<file path="src/rtl/exe_mem_reg.sv">
// EXE->MEM pipeline register: 2-entry skid buffer with valid/ready handshake and NZCV status register.
// Optional stall counter enabled by defining EXE_MEM_PERF_EN.
module exe_mem_reg #(
    parameter int DATA_W = 32,
    parameter int DEST_W = 4
) (
    input  logic              clk,
    input  logic              rst,
    input  logic              in_valid,
    output logic              in_ready,
    input  logic [DATA_W-1:0] alu_res,
    input  logic [3:0]        alu_status,
    input  logic              s_bit,
    input  logic              wb_en,
    input  logic              mem_r_en,
    input  logic              mem_w_en,
    input  logic [DATA_W-1:0] val_rm,
    input  logic [DEST_W-1:0] dest,
    input  logic              flush,
    output logic              out_valid,
    input  logic              out_ready,
    output logic [DATA_W-1:0] out_alu_res,
    output logic [DATA_W-1:0] out_val_rm,
    output logic              out_wb_en,
    output logic              out_mem_r_en,
    output logic              out_mem_w_en,
    output logic [DEST_W-1:0] out_dest,
    output logic [3:0]        sr_out
`ifdef EXE_MEM_PERF_EN
    ,
    output logic [31:0]       stall_cnt
`endif
);

    typedef struct packed {
        logic [DATA_W-1:0] aluRes;
        logic [DATA_W-1:0] valRm;
        logic [DEST_W-1:0] dest;
        logic              wbEn;
        logic              memREn;
        logic              memWEn;
        logic              sBit;
        logic [3:0]        status;
    } entry_t;

    entry_t     r_head;
    entry_t     r_skid;
    logic       r_hv;
    logic       r_kv;
    logic [3:0] r_sr;

    entry_t     w_inEntry;
    logic       w_accept;
    logic       w_handoff;

    always_comb begin
        w_inEntry        = '0;
        w_inEntry.aluRes = alu_res;
        w_inEntry.valRm  = val_rm;
        w_inEntry.dest   = dest;
        w_inEntry.wbEn   = wb_en;
        w_inEntry.memREn = mem_r_en;
        w_inEntry.memWEn = mem_w_en;
        w_inEntry.sBit   = s_bit;
        w_inEntry.status = alu_status;
    end

    // in_ready comes straight from the skid-valid flop, so upstream never sees out_ready combinationally.
    assign w_accept  = in_valid & ~r_kv & ~flush;
    assign w_handoff = r_hv & out_ready & ~flush;

    always_ff @(posedge clk or negedge rst) begin
        if (!rst) begin
            r_head <= '0;
            r_skid <= '0;
            r_hv   <= 1'b0;
            r_kv   <= 1'b0;
            r_sr   <= 4'b0000;
        end else if (flush) begin
            r_hv <= 1'b0;
            r_kv <= 1'b0;
        end else begin
            if (w_handoff && r_head.sBit) begin
                r_sr <= r_head.status;
            end
            if (w_handoff) begin
                if (r_kv) begin
                    r_head <= r_skid;
                    r_kv   <= 1'b0;
                end else if (w_accept) begin
                    r_head <= w_inEntry;
                end else begin
                    r_hv <= 1'b0;
                end
            end else if (w_accept) begin
                if (!r_hv) begin
                    r_head <= w_inEntry;
                    r_hv   <= 1'b1;
                end else begin
                    r_skid <= w_inEntry;
                    r_kv   <= 1'b1;
                end
            end
        end
    end

    assign in_ready     = ~r_kv;
    assign out_valid    = r_hv;
    assign out_alu_res  = r_head.aluRes;
    assign out_val_rm   = r_head.valRm;
    assign out_wb_en    = r_head.wbEn;
    assign out_mem_r_en = r_head.memREn;
    assign out_mem_w_en = r_head.memWEn;
    assign out_dest     = r_head.dest;
    assign sr_out       = r_sr;

`ifdef EXE_MEM_PERF_EN
    logic [31:0] r_stallCnt;

    // Saturating count of cycles where MEM holds off a valid head; flush does not clear it.
    always_ff @(posedge clk or negedge rst) begin
        if (!rst) begin
            r_stallCnt <= 32'd0;
        end else if (r_hv && !out_ready && !flush && (r_stallCnt != 32'hFFFF_FFFF)) begin
            r_stallCnt <= r_stallCnt + 32'd1;
        end
    end

    assign stall_cnt = r_stallCnt;
`endif

endmodule

</file>
<file path="config.mk">
export PLATFORM = sky130hd
export DESIGN_NAME = exe_mem_reg
export DESIGN_NICKNAME = d
export VERILOG_FILES = /design/src/rtl/exe_mem_reg.sv
export SDC_FILE = /design/constraint.sdc
export NUM_CORES = 1
export LEC_CHECK = 0
export CAP_MARGIN = 15
export CORE_MARGIN = 3
export CORE_UTILIZATION = 46
export DETAILED_ROUTE_END_ITERATION = 10
export MAX_ROUTING_LAYER = met4
export PLACE_DENSITY_LB_ADDON = 0.1
export SETUP_SLACK_MARGIN = 0.3
export SYNTH_ARGS = -nofsm -noshare
export SYNTH_HDL_FRONTEND = slang
export SYNTH_SLANG_ARGS = --single-unit
</file>
<file path="constraint.sdc">
create_clock -name clk -period 1.8 [get_ports clk]
set_clock_uncertainty 0.15 [all_clocks]
set_input_delay 0.36 -clock clk [delete_from_list [all_inputs] [get_ports clk]]
set_output_delay 0.36 -clock clk [all_outputs]
set_load 0.005 [all_outputs]
</file>
After elaboration in Yosys (flattened, before gate mapping)
Cells that the tools add are included.
{ "classes": {"eq_ne": 3, "muxes": 14, "bitwise": 7, "reduce_logical": 10} }
{ "ops": {"columns": ["op", "n"], "rows": [
  ["2-to-1 mux 76 bit", 5],
  ["2-to-1 mux 1 bit", 9],
  ["AND reduction 4 bit", 2],
  ["!= test 3 bit (second input constant)", 2],
  ["nonzero test 3 bit", 2],
  ["bitwise AND 1 bit", 4],
  ["AND reduction 2 bit", 2],
  ["nonzero test 2 bit", 2],
  ["NOT 1 bit", 3],
  ["AND reduction 3 bit", 1],
  ["!= test 2 x 1 -> 1 bit (second input constant)", 1],
  ["logical AND 1 bit", 1]
]} }
{ "word_totals": {"regBits": 158, "input_bits": 81, "wordCells": 53} }

Logic depth before layout (Yosys ltp)
{ "logic_depth": {"depth_word": 7, "depth_mapped": 5, "mapped_depth_nobuf": 3} }

Least setup slack after synthesis
OpenSTA, ideal clock, no wires.
{ "synth_path": {"path_type": "register to register", "startpoint": "register r_kv", "endpoint": "register r_skid[34] (netlist bit)", "setup_ps": 125, "arrival_ps": 1643, "required_ps": 1525, "slack_ps": -118, "stages_incl_launch_ff": 6, "path_buffers": 2, "period_less_slack_ps": 1918, "cell_sequence": "dfrtp_1 > nand2b_1 > nor4b_2 > buf_2 > buf_4 > mux2_2"} }
{ "synth_via": {"elab_chain_cells": 4} }
{ "synth_rtl": {"columns": ["item", "line", "source"], "rows": [
  ["start, declared", "49", "logic r_kv;"],
  ["start signal, assigned", "77", "r_kv <= 1'b0;"],
  ["start signal, assigned", "81", "r_kv <= 1'b0;"],
  ["start signal, assigned", "89", "r_kv <= 1'b0;"],
  ["NOT 1 bit", "69", "assign w_accept = in_valid & ~r_kv & ~flush;"],
  ["bitwise AND 1 bit (2 in a row)", "69", null],
  ["AND reduction 4 bit (no source line)", null, null],
  ["end signal, assigned", "100", "r_skid <= w_inEntry;"],
  ["end, declared", "47", "entry_t r_skid;"]
]} }
Every way passes these cells.
A chain may end at the register's enable or synchronous reset.

Final worst setup path
{ "layout_path": {"startpoint": "register r_kv", "endpoint": "register r_skid[56] (netlist bit)"} }
Same word-level chain as after synthesis.

==> flow_summary.yaml <==
clocking:
  clock_path_buffers: 2
  clk-insertion-delay-late_ns: 0.41
  cts-root-buf: "clkbuf_16"
  clock-sinks: 158
  path_clk_slew_ns: 0.06
  htree_num_levels: 4
  cts-buffers-inserted: 17
  cts_tree: "built"
sta:
  worst_slack_ns: -0.1200
  period_share_pct: 106.7
  whs_ns: 0.2411
  drv_slew: 0
  setup_violations: 151
  hold_violations: 0
  fin_crit_ns: 1.920
  fmax_mhz: 520.8
  tightest_slew_ns: 0.3125
  relSlewSlack_pct: 79.17
  rsz0062_at_grt: "yes"
critical_path:
  worstSetupEndpoint: "r_skid[56]"
  worstSetupStartpointType: "flip-flop"
  critical_path_class: "flip-flop to flip-flop"
  worst_ep_arrival_time_ns: 2.06
  cp_cell_sequence: "nand2b_4 -> nor4b_4 -> buf_6 -> clkbuf_16 -> mux2_2"
  r2r_slack_ns: -0.12
  cp_top_family: "simple AND/OR/NAND/NOR gates"
  cpPeakStageDelay_ns: 0.42
  path_max_fanout: 10
  endpoint_kind: "flip-flop"
  r2r-end: "r_skid[56]"
  critical_path_buf_inv_count: 2
  r2r_cells: 5
  worst-path-stages: 5
  critPathSlowestCell: "dfrtp_1"
  required_ns: 1.94
  r2r_start: "r_kv"
  crit_start: "r_kv"
grt:
  grt_start_max_net_pins: 58
  grt_antenna_before_repair: 0
  grt-ovfl-total: 0
  grt_pass1_wl_mm: 23.89
  grt_usage_pct: 17.67
  grt_pass1_vias: 4562
drt:
  via_per_inst: 4.882
  drc: 0
  drt-met1-wl_mm: 6.843
  met3WireLength_um: 781
  num_vias: 4272
  ant_nets: 0
  wl_mm: 15.62
  drtIter0Drc: 110
  wl_per_cell_um: 17.85
  dr.pass1.iters: 4
  highest_layer: "met4"
  met2WireLength_mm: 7.931
logic_synthesis:
  synth_top_family_by_area: "multiplexers"
  synth_warnings: 0
  synthTopCellsByArea: "dfrtp_1 (54%), mux2_2 (36%), buf_4 (7.8%), buf_2 (0.61%), buf_6 (0.61%)"
  synth_top_area_share_pct: 53.97
  synth_simple_gate_area_share_pct: 0.5807
  synth_compound_area_share_pct: 0.5124
  mappedNetlistArea_mm2: 0.007326
  synth_fa_ha_area_share_pct: 0
  avgSynthCellArea_um2: 14.83
  synth_top_cell_by_area: "dfrtp_1"
  ys_types: 15
  synth_fp_nets: 575
  synthXorXnorAreaFrac_pct: 0
  postSynthCellCount: 494
  seq_area_frac_synth_pct: 53.97
  muxShareOfSynthArea_pct: 35.66
  ys_ff_latch: 158
floorplan:
  dieArea_mm2: 0.01748
  die_h_um: 132.2
  chipWidth_um: 132.2
  core_area_mm2: 0.01537
  ios: 158
  start_util_pct: 47.66
  rows: 45
layout:
  syn2layout_area_growth_pct: 39.01
  nNetsFinal: 732
  drive_gt1_share_pct: 62.80
  fill_cells: 1148
  n_antenna_cell: 0
flow_run:
  drv_cap: 0
placement:
  io_buffers: 157
  gp_congestion: 0.7769
  pre_cts_ws_ns: -0.5718
  dp_hpwl_mm: 10.24
run_status:
  violations: "negative setup slack"
  status: "finished, violations left"
min_path:
  hp-class: "primary input to asynchronous set/reset pin"
pwr:
  p_total_mw: 10.99
  p_leak_nw: 4.831
  power_density_mw_per_mm2: 1079
  max-vdd-ir-drop_uv: 857.1
[timing repair]
item	CTS	global route
gates resized for setup	330	71
pin swaps	2	0
endpoints found under the setup margin	229	156
endpoints found under the hold margin	35	0
cloned	1	4
hold buffers	1	0
buffers inserted	25	3
[metrics by stage]
stage / util (%) / instance area, um2 / TNS [ns] / instances
6_report: 66.25 / 10180 / -9.218 / 875
5_1_grt: 66.25 / 10180 / -16.35 / 875
4_1_cts: 63.79 / 9806 / -7.715 / 868
3_5_place_dp: 60.32 / 9271 / -77.98 / 809
3_3_place_gp: 60.32 / 9271 / -71.97 / 809
2_1_floorplan: - / 7741 / -1.001 / 494
[worst min-delay path by stage]
| stage | from | end | slack (ns) | cells past startpoint |
|---|---|---|---|---|
| final | rst | out_alu_res[24] | 0.24 | 2 |
| after detailed placement | rst | out_alu_res[24] | 0.11 | 1 |
| after CTS | flush | out_valid | 0.22 | 3 |
| after global placement | rst | out_alu_res[24] | 0.11 | 1 |
| after floorplan | rst | out_alu_res[0] | -0.09 | 0 |
| after global routing | flush | out_valid | 0.24 | 3 |
[metal layers]
metal	vias to the layer above	track usage (%)
met5	-	-
met4	0	4.330
met3	5	5.534
met2	95	28.65
met1	2181	21.76
li1	1991	-
[cell usage in the layout (no fill, tap or decap), types with 2 or more instances in the layout]
cell,count
bufinv_16,3
clkinvlp_4,4
clkinv_4,4
dlygate4sd2_1,2
mux2_2,80
mux2_4,152
a21oi_1,2
buf_6,15
clkbuf_16,21
inv_1,2
buf_4,38
clkinv_2,3
dfrtp_1,157
buf_2,75
buf_12,14
clkdlybuf4s50_1,77
nand4b_1,2
[Yosys cell counts]
cell type and n:
o21ai_0 1, buf_6 4, buf_1 3, a211oi_1 1
nand2_1 1, dfrtp_1 158, nor4b_2 1, a21oi_1 2
nand2b_1 1, inv_1 2, buf_4 76, a221oi_2 1
nand4b_1 2, mux2_2 232, buf_2 9
[cell families after synthesis]
kind of cell           count (synthesis)
AO/OA/AOI/OAI                          5
flip-flops                           158
buffers and inverters                 94
AND/OR/NAND/NOR                        5
multiplexers                         232
[report_power, final]
part / internal, mW / switching, mW / total (mW)
registers: 4.44 / 0.477 / 4.92
logic: 1.71 / 0.751 / 2.46
clock network: 2.18 / 1.43 / 3.61
[area by class of cell]
cell class / instances / area (um2) / area share (%)
Multi-Input combinational cell: 242 / 3291 / 32.31
Tap cell: 211 / 264.0 / 2.592
Clock inverter: 14 / 170.2 / 1.671
Inverter: 2 / 7.507 / 0.07372
Clock buffer: 18 / 429.2 / 4.214
Timing Repair Buffer: 230 / 2067 / 20.30
Sequential cell: 158 / 3955 / 38.84
[flip-flops by register name, indices dropped and copies added (netlist names)]
name	count
out_mem_w_en	1
out_val_rm	32
out_valid	1
out_mem_r_en	1
out_dest	4
sr_out	4
r_skid	76
r_head	5
out_wb_en	1
out_alu_res	32
r_kv	1
No activity file was read; power rests on OpenSTA's default activity.
